--- config.mk ---
export PLATFORM = sky130hd
export DESIGN_NAME = spi_burst_arb
export DESIGN_NICKNAME = d
export VERILOG_FILES = /design/src/rtl/spi_burst_arb.sv
export SDC_FILE = /design/constraint.sdc
export NUM_CORES = 1
export LEC_CHECK = 0
export CORE_MARGIN = 2
export CORE_UTILIZATION = 39
export CTS_BUF_LIST = sky130_fd_sc_hd__clkbuf_8
export DETAILED_ROUTE_END_ITERATION = 6
export PLACE_DENSITY_LB_ADDON = 0.05
export SLEW_MARGIN = 30
export SYNTH_ARGS = -nofsm -noshare
export SYNTH_HDL_FRONTEND = slang
export SYNTH_SLANG_ARGS = --single-unit
--- constraint.sdc ---
create_clock -name clk -period 1.82 [get_ports clk]
set_clock_uncertainty 0.2 [all_clocks]
set_input_delay 0.455 -clock clk [delete_from_list [all_inputs] [get_ports clk]]
set_output_delay 0.455 -clock clk [all_outputs]
set_load 0.05 [all_outputs]
--- src/rtl/spi_burst_arb.sv ---
// Round-robin arbiter that lets two requesters run byte-by-byte bursts on one shared SPI master.
// Define SPI_BURST_TIMEOUT_EN to add a watchdog that aborts a burst stuck in WAIT.

module spi_burst_arb #(
   parameter int LEN_W  = 4,
   parameter int TO_CYC = 512
) (
   input  logic             clk,
   input  logic             rst_n,
   input  logic [1:0]       req,
   input  logic [LEN_W-1:0] len0,
   input  logic [LEN_W-1:0] len1,
   input  logic [7:0]       wbyte0,
   input  logic [7:0]       wbyte1,
   output logic [1:0]       gnt,
   output logic [1:0]       wb_pop,
   output logic [1:0]       rb_vld,
   output logic [7:0]       rb_data,
   output logic [1:0]       done,
   output logic             err,
   output logic             spi_start,
   output logic [7:0]       spi_wdata,
   input  logic             spi_rdy,
   input  logic             spi_rx_valid,
   input  logic [7:0]       spi_rdata
);

   typedef enum logic [1:0] {IDLE, ISSUE, WAIT, DONE} state_t;

   state_t           state, state_nx;
   logic [LEN_W-1:0] len_q, cnt;
   logic             last, pick, timeout;
   logic [7:0]       wdata_q, wbyte_sel;

   // Index of the winner: the one not granted last when both ask.
   assign pick      = (req == 2'b11) ? ~last : req[1];
   assign wbyte_sel = gnt[1] ? wbyte1 : wbyte0;

   always_ff @(posedge clk or negedge rst_n) begin
      if (!rst_n) state <= IDLE;
      else        state <= state_nx;
   end

   always_comb begin
      state_nx  = state;
      spi_start = 1'b0;
      wb_pop    = 2'b00;
      done      = 2'b00;
      spi_wdata = wdata_q;
      case (state)
         IDLE: begin
            if (req != 2'b00) state_nx = ISSUE;
         end
         ISSUE: begin
            if (spi_rdy) begin
               spi_start = 1'b1;
               wb_pop    = gnt;
               spi_wdata = wbyte_sel;
               state_nx  = WAIT;
            end
         end
         WAIT: begin
            if (spi_rx_valid)  state_nx = (cnt == len_q) ? DONE : ISSUE;
            else if (timeout)  state_nx = DONE;
         end
         DONE: begin
            done     = gnt;
            state_nx = IDLE;
         end
         default: state_nx = IDLE;
      endcase
   end

   always_ff @(posedge clk or negedge rst_n) begin
      if (!rst_n) begin
         gnt     <= 2'b00;
         len_q   <= '0;
         cnt     <= '0;
         last    <= 1'b1;
         wdata_q <= 8'h00;
         rb_vld  <= 2'b00;
         rb_data <= 8'h00;
      end else begin
         rb_vld <= 2'b00;
         case (state)
            IDLE: begin
               if (req != 2'b00) begin
                  gnt   <= pick ? 2'b10 : 2'b01;
                  len_q <= pick ? len1 : len0;
                  cnt   <= '0;
               end
            end
            ISSUE: begin
               if (spi_rdy) wdata_q <= wbyte_sel;
            end
            WAIT: begin
               if (spi_rx_valid) begin
                  rb_data <= spi_rdata;
                  rb_vld  <= gnt;
                  if (cnt != len_q) cnt <= cnt + 1'b1;
               end
            end
            DONE: begin
               last <= gnt[1];
               gnt  <= 2'b00;
            end
            default: ;
         endcase
      end
   end

`ifdef SPI_BURST_TIMEOUT_EN
   localparam int WD_W = $clog2(TO_CYC + 1);

   logic [WD_W-1:0] wd;
   logic            to_q;

   // wd holds the number of cycles elapsed since the last spi_start.
   always_ff @(posedge clk or negedge rst_n) begin
      if (!rst_n) begin
         wd   <= '0;
         to_q <= 1'b0;
      end else begin
         if (spi_start)          wd <= WD_W'(1);
         else if (state == WAIT) wd <= wd + WD_W'(1);
         if (timeout)            to_q <= 1'b1;
         else if (state == DONE) to_q <= 1'b0;
      end
   end

   assign timeout = (state == WAIT) && !spi_rx_valid && (wd >= WD_W'(TO_CYC - 1));
   assign err     = (state == DONE) && to_q;
`else
   assign timeout = 1'b0;
   assign err     = 1'b0;
`endif

endmodule
==> results.py <==
metrics = {
    "grt": {
        "grt_overflow": 0,
        "grt_pass1_wl_microns": 6740,
        "first_global_vias": 1400,
        "antenna_found_initial": 0,
        "grtUsageTotal_pct": 21.0,
        "grt_max_degree": 32,
    },
    "timing": {
        "rsz0062_at_grt": "yes",
        "fin_crit_ps": 2160,
        "hold_viol": 0,
        "drv_slew": 0,
        "hold_ws_ps": 312,
        "fmax_mhz": 464,
        "setup_viol": 13,
        "setup_ws_ps": -336,
        "fin_crit_sh_pct": 118,
    },
    "die": {
        "io_pins": 64,
        "rows": 22,
        "dieHeight_microns": 65.5,
        "floorplan.initialDensity_pct": 40.3,
        "die_x_microns": 65.5,
        "core_sq_um": 3660,
        "dieArea_sq_um": 4290,
    },
    "layout": {
        "final_util_pct": 78.3,
        "stdcell_count": 271,
        "drive_above_1_share_pct": 44.4,
        "layout_common_cells": "clkdlybuf4s50_1, dfrtp_1, buf_12",
        "diodes": 0,
        "area.growth.synth_to_final_pct": 94.3,
        "fillers": 226,
        "final_common_cell": "clkdlybuf4s50_1",
        "final_nets": 263,
    },
    "synthesis": {
        "yosys.area.top_type": "dfrtp_1",
        "yosys_warnings": 0,
        "yosys.area.top_type_share_pct": 50.9,
        "synth_flop_cell": "dfrtp_1",
        "synth_async_sr_flop_share_pct": 100,
        "synth-seq-cells": 31,
        "netlist_area_sq_um": 1480,
        "synth.area.top_cells": "dfrtp_1, mux2i_1, mux2_2, nand2_1, a222oi_1",
        "synth-edff-count": 0,
        "yosysSeqAreaShare_pct": 52.7,
        "syn_inst": 134,
        "post_synth.cell_area_avg_sq_um": 11.0,
        "yosysUniqueCellTypes": 28,
        "syn_nets": 173,
    },
    "clock_tree": {
        "numCtsBuffers": 5,
        "clk_path_buf_depth": 2,
        "clk_pin_slew_ps": 60,
        "cts_tree": "built",
        "cts-htree-levels": 2,
        "clkLatencyLatePin_ps": 280,
        "root_buffer": "clkbuf_8",
        "numClockSinks": 31,
    },
    "setup_path": {
        "critPathKind": "reg -> out",
        "required_ps": 1160,
        "startpoint_type": "flip-flop",
        "critPathArrivalTime_ps": 1500,
        "crit_fanout": 5,
        "worstSetupEndpointType": "output pin",
    },
    "detailed_routing": {
        "drc": 0,
        "drt-initial-drc-count": 91,
        "detail-route-antenna-nets": 0,
        "vias_per_cell": 5.00,
        "routed_wl_microns": 4100,
        "wl_per_cell_microns": 15.1,
        "dr_total_vias": 1355,
        "dr.pass1.iters": 4,
    },
    "place": {
        "io_buffers": 62,
        "hpwl_microns": 2960,
        "finalWeightedCongestion": 0.786,
        "place_inst": 252,
    },
    "power": {
        "power.density_nw_per_um2": 1890,
        "peakVddDrop_mv": 1.20,
        "p_leak_uw": 0.00130,
        "power_uw": 5430,
    },
    "outcome": {
        "violations": "negative setup slack",
        "status": "finished with violations",
    },
    "min_path": {
        "hp-class": "reg -> reg",
    },
    "job": {
        "maxCapViolCount": 0,
    },
}
[registers in the layout (all words and copies together), names as in the netlist]
register and flops:
state 2, cnt 4, gnt 2, len_q 4, rb_vld 2, rb_data 8
wdata_q 8, last 1
[per-layer routing]
layer  share of wire [%]  track usage, %
met4                 1.2            6.77
met1                  38            25.6
met5                   0               0
met3                 6.1            7.53
met2                  55            34.8
[per-stage QoR]
step           instance area (sq um)  TNS (ps)  setup slack [ps]
5_1_grt                         2870     -3940              -390
3_3_place_gp                    2630     -9560              -599
4_1_cts                         2750     -3350              -344
2_1_floorplan                   1640     -2250              -255
6_report                        2870     -3260              -336
3_5_place_dp                    2630    -10220              -631
[worst max-delay path, cell delays in order, from the launching register on]
cell	delay, ps
dfrtp_1	390
nand2b_4	170
or2_4	310
o21ai_4	190
buf_12	160
[final timing paths]
kind / start / endpoint / slack (ps) / depth (start not counted)
setup / recovery: state[1]$_DFFE_PN0P_ / spi_wdata[0] / -340 / 4
max in group asynchronous: rst_n / last$_DFFE_PN1P_ / 840 / 2
min in group asynchronous: rst_n / state[0]$_DFFE_PN0P_ / 340 / 2
setup reg to reg: state[1]$_DFFE_PN0P_ / cnt[0]$_DFFE_PN0P_ / 10 / 7
hold / removal: wdata_q[3]$_DFF_PN0_ / wdata_q[3]$_DFF_PN0_ / 310 / 2
hold reg to reg: wdata_q[3]$_DFF_PN0_ / wdata_q[3]$_DFF_PN0_ / 310 / 2
[synth_stat cells, types with 3 or more instances]
| master | count |
|---|---|
| nand2b_1 | 3 |
| mux2_2 | 8 |
| o21ai_1 | 8 |
| a222oi_1 | 4 |
| nor2_1 | 9 |
| a21o_1 | 4 |
| nand2_1 | 17 |
| xnor2_1 | 4 |
| inv_1 | 9 |
| dfrtp_1 | 30 |
| mux2i_1 | 13 |
[cells by family (layout without fill, tap and decap cells)]
| group | after synthesis | count (layout) | share of synthesized area [%] |
|---|---|---|---|
| AO/OA/AOI/OAI | 23 | 23 | 11.0 |
| XOR/XNOR | 4 | 4 | 2.37 |
| adder cells (fa/ha/maj) | 1 | 1 | 0.848 |
| buffers and inverters | 15 | 101 | 5.51 |
| flip-flops | 31 | 31 | 52.7 |
| multiplexers | 21 | 21 | 14.9 |
| other | 1 | 1 | 0.254 |
| AND/OR/NAND/NOR | 38 | 41 | 12.4 |
[layout make-up]
| class | instances | area (sq um) | area share [%] |
|---|---|---|---|
| clock buffer | 5 | 68.8 | 2.40 |
| clock inverter | 1 | 3.75 | 0.131 |
| inverter | 9 | 36.3 | 1.27 |
| multi-input combinational | 91 | 820 | 28.6 |
| sequential | 31 | 778 | 27.1 |
| tap | 48 | 60.1 | 2.10 |
| timing repair buffer | 86 | 1100 | 38.4 |
[timing repair]
| action | CTS | global route |
|---|---|---|
| gates resized for setup | 15 | 10 |
| cloned | 3 | 0 |
| setup endpoints to repair | 14 | 19 |
| pin swaps | 11 | 3 |
| buffers inserted | 1 | 10 |
| hold buffers | 0 | 0 |
| endpoints found under the hold margin | 0 | 0 |
[power by group]
group          leakage, uW  switching [uW]  internal, uW
Combinational     0.000876            1880          1850
Sequential        0.000387             237           987
Clock            0.0000413             234           249
Power figures use the tool's default switching activity.
